`config.mk`:
```
export PLATFORM = sky130hd
export DESIGN_NAME = mc_main_ctl
export DESIGN_NICKNAME = d
export VERILOG_FILES = /design/src/rtl/mc_pkg.sv /design/src/rtl/mc_main_ctl.sv
export SDC_FILE = /design/constraint.sdc
export NUM_CORES = 1
export LEC_CHECK = 0
export CAP_MARGIN = 10
export CORE_AREA = 3 3 42 44
export CTS_BUF_LIST = sky130_fd_sc_hd__clkbuf_4 sky130_fd_sc_hd__clkbuf_8
export DETAILED_ROUTE_END_ITERATION = 16
export DIE_AREA = 0 0 45 47
export PLACE_DENSITY_LB_ADDON = 0.1
export RECOVER_POWER = 25
export SLEW_MARGIN = 10
export SYNTH_ARGS = -nofsm -noshare
export SYNTH_HDL_FRONTEND = slang
export SYNTH_SLANG_ARGS = --single-unit
```
`constraint.sdc`:
```
create_clock -name clk -period 1.5 [get_ports clk]
set_input_delay 0.225 -clock clk [delete_from_list [all_inputs] [get_ports clk]]
set_output_delay 0.225 -clock clk [all_outputs]
set_load 0.02 [all_outputs]
```
`src/rtl/mc_pkg.sv`:
```
// Shared definitions for the multi-cycle MIPS main control FSM:
// state encoding, decoded opcodes and the datapath mux encodings.
package mc_pkg;

    // Control states of the multi-cycle instruction sequence
    typedef enum logic [3:0] {
        FETCH    = 4'd0,
        DECODE   = 4'd1,
        MEM_ADDR = 4'd2,
        MEM_RD   = 4'd3,
        MEM_WB   = 4'd4,
        MEM_WR   = 4'd5,
        EXECUTE  = 4'd6,
        R_WB     = 4'd7,
        ADDI_EX  = 4'd8,
        ADDI_WB  = 4'd9,
        BRANCH   = 4'd10,
        JUMP     = 4'd11
    } state_t;

    // Supported IR[31:26] opcodes
    localparam logic [5:0] OP_RTYPE = 6'b000000;
    localparam logic [5:0] OP_LW    = 6'b100011;
    localparam logic [5:0] OP_SW    = 6'b101011;
    localparam logic [5:0] OP_BEQ   = 6'b000100;
    localparam logic [5:0] OP_J     = 6'b000010;
    localparam logic [5:0] OP_ADDI  = 6'b001000;

    // ALUOp handed to the ALU control decoder
    localparam logic [1:0] ALUOP_ADD   = 2'b00;
    localparam logic [1:0] ALUOP_SUB   = 2'b01;
    localparam logic [1:0] ALUOP_FUNCT = 2'b10;

    // ALU B-input mux selects
    localparam logic [1:0] ALUB_RT      = 2'b00;
    localparam logic [1:0] ALUB_FOUR    = 2'b01;
    localparam logic [1:0] ALUB_IMM     = 2'b10;
    localparam logic [1:0] ALUB_IMM_SH2 = 2'b11;

    // PC source mux selects
    localparam logic [1:0] PCSRC_ALU    = 2'b00;
    localparam logic [1:0] PCSRC_ALUOUT = 2'b01;
    localparam logic [1:0] PCSRC_JUMP   = 2'b10;

endpackage

```
`src/rtl/mc_main_ctl.sv`:
```
// Main control FSM for the multi-cycle MIPS datapath. Steps each instruction
// through fetch/decode/execute/memory/writeback, stalling memory states on
// mem_ready. Outputs are decoded from the state, with mem_ready qualifying
// the commit strobes of the memory states.
module mc_main_ctl
    import mc_pkg::*;
(
    input  logic       clk,
    input  logic       rst_n,
    input  logic [5:0] opcode,
    input  logic       mem_ready,
    output logic       pc_write,
    output logic       pc_write_cond,
    output logic       i_or_d,
    output logic       mem_read,
    output logic       mem_write,
    output logic       ir_write,
    output logic       mem_to_reg,
    output logic       reg_dst,
    output logic       reg_write,
    output logic       alu_src_a,
    output logic [1:0] alu_src_b,
    output logic [1:0] alu_op,
    output logic [1:0] pc_source,
    output logic       illegal_op,
    output logic       instr_done
);

    state_t state;
    state_t next_state;

    // Remembers lw vs sw from DECODE so MEM_ADDR never looks at the IR again
    logic is_load;

    // State register plus the load/store flag captured during decode
    always_ff @(posedge clk or negedge rst_n) begin
        if (!rst_n) begin
            state   <= FETCH;
            is_load <= 1'b0;
        end else begin
            state <= next_state;
            if (state == DECODE) begin
                is_load <= (opcode == OP_LW);
            end
        end
    end

    // Next-state selection; any unknown encoding falls back to FETCH
    always_comb begin
        next_state = FETCH;
        case (state)
            FETCH:    next_state = mem_ready ? DECODE : FETCH;
            DECODE: begin
                case (opcode)
                    OP_LW, OP_SW: next_state = MEM_ADDR;
                    OP_RTYPE:     next_state = EXECUTE;
                    OP_BEQ:       next_state = BRANCH;
                    OP_J:         next_state = JUMP;
                    OP_ADDI:      next_state = ADDI_EX;
                    default:      next_state = FETCH;
                endcase
            end
            MEM_ADDR: next_state = is_load ? MEM_RD : MEM_WR;
            MEM_RD:   next_state = mem_ready ? MEM_WB : MEM_RD;
            MEM_WB:   next_state = FETCH;
            MEM_WR:   next_state = mem_ready ? FETCH : MEM_WR;
            EXECUTE:  next_state = R_WB;
            R_WB:     next_state = FETCH;
            ADDI_EX:  next_state = ADDI_WB;
            ADDI_WB:  next_state = FETCH;
            BRANCH:   next_state = FETCH;
            JUMP:     next_state = FETCH;
            default:  next_state = FETCH;
        endcase
    end

    // Output decode; everything is forced low while reset is held
    always_comb begin
        pc_write      = 1'b0;
        pc_write_cond = 1'b0;
        i_or_d        = 1'b0;
        mem_read      = 1'b0;
        mem_write     = 1'b0;
        ir_write      = 1'b0;
        mem_to_reg    = 1'b0;
        reg_dst       = 1'b0;
        reg_write     = 1'b0;
        alu_src_a     = 1'b0;
        alu_src_b     = ALUB_RT;
        alu_op        = ALUOP_ADD;
        pc_source     = PCSRC_ALU;
        illegal_op    = 1'b0;
        instr_done    = 1'b0;
        if (rst_n) begin
            case (state)
                FETCH: begin
                    mem_read  = 1'b1;
                    alu_src_b = ALUB_FOUR;
                    ir_write  = mem_ready;
                    pc_write  = mem_ready;
                end
                DECODE: begin
                    alu_src_b = ALUB_IMM_SH2;
                    case (opcode)
                        OP_LW, OP_SW, OP_RTYPE, OP_BEQ, OP_J, OP_ADDI: illegal_op = 1'b0;
                        default: illegal_op = 1'b1;
                    endcase
                end
                MEM_ADDR: begin
                    alu_src_a = 1'b1;
                    alu_src_b = ALUB_IMM;
                end
                MEM_RD: begin
                    mem_read = 1'b1;
                    i_or_d   = 1'b1;
                end
                MEM_WB: begin
                    reg_write  = 1'b1;
                    mem_to_reg = 1'b1;
                    instr_done = 1'b1;
                end
                MEM_WR: begin
                    mem_write  = 1'b1;
                    i_or_d     = 1'b1;
                    instr_done = mem_ready;
                end
                EXECUTE: begin
                    alu_src_a = 1'b1;
                    alu_op    = ALUOP_FUNCT;
                end
                R_WB: begin
                    reg_write  = 1'b1;
                    reg_dst    = 1'b1;
                    instr_done = 1'b1;
                end
                ADDI_EX: begin
                    alu_src_a = 1'b1;
                    alu_src_b = ALUB_IMM;
                end
                ADDI_WB: begin
                    reg_write  = 1'b1;
                    instr_done = 1'b1;
                end
                BRANCH: begin
                    alu_src_a     = 1'b1;
                    alu_op        = ALUOP_SUB;
                    pc_write_cond = 1'b1;
                    pc_source     = PCSRC_ALUOUT;
                    instr_done    = 1'b1;
                end
                JUMP: begin
                    pc_write   = 1'b1;
                    pc_source  = PCSRC_JUMP;
                    instr_done = 1'b1;
                end
                default: begin
                    pc_write = 1'b0;
                end
            endcase
        end
    end

endmodule

```
==> flow_metrics.env <==
export IMPL_outcome="complete, but fails checks"
export IMPL_violations="negative setup slack"
export IMPL_switchingPower_mw=0.442
export IMPL_ir_worst_vdd_v=0.000553
export IMPL_yosysTopAreaCellShare_pct=20.2
export IMPL_synth_fp_nets=93
export IMPL_switching_share_pct=40.0
export IMPL_cpLargestDelayFamily="flip-flops"
export IMPL_finalNetCount=163
export IMPL_worstPathCellList="buf_12 > nor3b_4 > o32ai_2 > and2_1 > buf_6"
export IMPL_critical_path_max_stage_delay_ns=0.46
export IMPL_initial_core_utilization_pct=42.0
export IMPL_fmax_mhz=549
export IMPL_yosys_register_bits=5
export IMPL_drtIter0Drc=45
export IMPL_synth_area_per_cell_um2=7.36
export IMPL_timing_worst_slew_pin_value_ns=0.475
export IMPL_share_clk_of_total_power_pct=14.9
export IMPL_largest_net_degree_at_the_start_of_global_routing=12
export IMPL_n_antenna_cell=0
export IMPL_first_global_vias=873
export IMPL_holdWs_ns=0.352
export IMPL_yosysWarnings=0
export IMPL_cts_inserted_buffers=3
export IMPL_drt_wirelength_per_cell_um=20.7
export IMPL_coreArea_um2=1470
export IMPL_buffer_ports_inserted=26
export IMPL_final_min_period_ns=1.82
export IMPL_ctsLongestPathBuffers=2
export IMPL_detailed_place_hpwl_mm=1.70
export IMPL_r2r_startpoint="state[3]$_DFF_PN0_"
export IMPL_sum_of_negative_setup_slack_ns=-3.60
export IMPL_worst_r2r_path_depth=4
export IMPL_p_per_area_nw_per_um2=797
export IMPL_setup_viol=21
export IMPL_route_vias_total=1037
export IMPL_clkTransAtPathRegs_ns=0.05
export IMPL_critPathLaunchType="register"
export IMPL_clkSinkCount=5
export IMPL_grt_antenna_before_repair=0
export IMPL_die_area_um2=2120
export IMPL_drive_above_1_share_pct=64.1
export IMPL_leakage_power_nw=0.640
export IMPL_p_seq_share_pct=16.4
export IMPL_post_layout_nonfiller_instances=169
export IMPL_min_delay_path_class="input pin to async pin"
export IMPL_syn_inst=84
export IMPL_yosys_top_cells_area="dfrtp_1, nor2_1, o21ai_0"
export IMPL_worst_clock_skew_ns=0.00380
export IMPL_pre_cts_ws_ns=-0.815
export IMPL_design_portCount=27
export IMPL_finalHoldViolCount=0
export IMPL_post_route_worst_setup_slack_ns=-0.321
export IMPL_layout_area_overhead_vs_synth_pct=124
export IMPL_layout_worst_path_cycle_share_pct=121
export IMPL_hold_buffers=0
export IMPL_timing_critical_path_slowest_stage_cell="dfrtp_2"
export IMPL_slew_violations=0
export IMPL_sequential_share_of_the_synthesized_area_pct=20.2
export IMPL_internal_power_mw=0.663
export IMPL_critPathMaxFanout=4
export IMPL_grt_util_all_layers_pct=27.1
export IMPL_fp_row_count=14
export IMPL_dr_pass1_iters=4
export IMPL_report_power_total_mw=1.11
export IMPL_max_cap_violations=0
export IMPL_routed_wirelength_mm=3.49
export IMPL_root_buffer="clkbuf_4"
export IMPL_pwr_share_comb_pct=68.7
export IMPL_cts_max_level=1
export IMPL_die_width_um=45
export IMPL_worst_endpoint_required_ns=1.27
export IMPL_dp_cells=153
export IMPL_rrSetupSlack_ns=-0.16
export IMPL_grt_setup_unrepaired="yes"
export IMPL_avgViaCountPerCell=6.14
export IMPL_setup_crit_path_kind="register to output pin"
export IMPL_maxSlewHeadroom_pct=68.1
export IMPL_syn_cell_area_um2=618
export IMPL_crit_buf_inv=2
export IMPL_crit_start="state[0]$_DFF_PN0_"
export IMPL_die_h_um=47
export IMPL_antenna_left=0
export IMPL_synth_cell_type_count=37
export IMPL_global_route_wire_length_before_repair_mm=4.04
export IMPL_clock_insertion_delay_worst_skew_ns=0.26
export IMPL_post_synthesis_cell_type_with_the_largest_combined_area="dfrtp_1"
export IMPL_rd_place_congestion=0.891
export IMPL_drt_drc_violations_left=0
export IMPL_globalRoute_totalOverflow=0
export IMPL_setup_worst_path_end_class="output pin"
export IMPL_r2r_end="is_load$_DFFE_PN0P_"
export IMPL_crit_arrival_ns=1.60
export IMPL_tritoncts_clock_tree="built"
-- cell usage after synthesis --
cell type	number
o32a_1	1
o21ba_2	1
or2_2	1
a22o_1	1
nand3b_1	1
and3_1	1
buf_2	5
buf_4	2
nor2b_1	3
nand4_1	1
nor4b_2	1
or4_1	1
nor3_1	4
inv_1	1
nand3_1	3
o32ai_1	1
or3_1	2
o22ai_1	1
nand2_1	4
nor2_1	12
a21oi_1	1
or2_0	1
nand4b_1	1
xnor2_1	2
o2111a_1	1
or4b_1	1
nor3b_1	4
o211ai_1	2
and2_1	2
o221ai_1	1
and4_1	2
xor2_1	3
nand2b_1	3
dfrtp_1	5
clkbuf_1	1
and3b_1	1
o21ai_0	6
-- placed cells by master (no fill, tap or decap), types with 2 or more instances in the layout --
cell,synthesis,layout
buf_12,0,2
dfrtp_2,0,4
and2_1,2,2
o211ai_1,2,2
buf_6,0,12
nor3b_2,0,2
nor2_4,0,3
nor3_1,4,3
buf_4,2,45
buf_2,5,5
xor2_1,3,2
dlygate4sd2_1,0,6
nand3_1,3,2
clkdlybuf4s50_1,0,2
xnor2_1,2,2
nor2_2,0,3
clkbuf_4,0,3
nand2_1,4,3
nor2_1,12,6
o21ai_0,6,6
-- layout make-up --
cell class	count	area, µm²
clock buffers	3	22.5
clock inverters	1	5.00
fillers	43	83.8
inverters	1	3.75
multi-input cells	70	581
flip-flops and latches	5	130
well taps	16	20.0
repair buffers	73	626
-- sequential cells by signal, summed over array words and instances (netlist names) --
name and cells:
is_load 1, state 4
-- repair_timing --
action | in CTS | in global routing
endpoints found under the setup margin | 19 | 21
gates resized for setup | 114 | 28
pin swaps | 10 | 7
setup buffers | 7 | 6
hold endpoints to repair | 0 | 0
-- per-stage QoR --
| stage | instance area, µm² | utilization [%] |
|---|---|---|
| floorplan | 631 | - |
| global placement | 1140 | 77.6 |
| detailed placement | 1140 | 77.6 |
| CTS | 1260 | 85.4 |
| global route | 1390 | 94.3 |
| finish | 1390 | 94.3 |
-- power by group through the flow --
stage / Combinational, mW / Sequential [mW] / Clock [mW]
finish: 0.759 / 0.181 / 0.165
global route: 0.790 / 0.182 / 0.182
CTS: 0.613 / 0.176 / 0.161
detailed placement: 0.517 / 0.177 / 0
global placement: 0.501 / 0.176 / 0
floorplan: 0.244 / 0.158 / 0
-- worst max path at each step --
stage	cells after the start	endpoint	slack, ns
final	5	instr_done	-0.32
after global routing	5	instr_done	-0.38
after global placement	5	illegal_op	-0.79
after floorplan	4	i_or_d	0.04
after CTS	5	illegal_op	-0.30
after detailed placement	5	illegal_op	-0.81
-- per-layer routing --
metal / track usage [%] / share of wire [%]
met5: 0 / 0
met3: 1.53 / 7.9
met2: 49.7 / 50
met1: 30.2 / 35
met4: 18.1 / 6.5
-- kinds of logic after synthesis --
logic type,count (synthesis),synth area share (%)
AO/OA/AOI/OAI,16,18.4
XOR/XNOR,5,7.09
buffers and inverters,9,7.69
flip-flops,5,20.2
AND/OR/NAND/NOR,49,46.6
(Power assumes the default switching activity.)
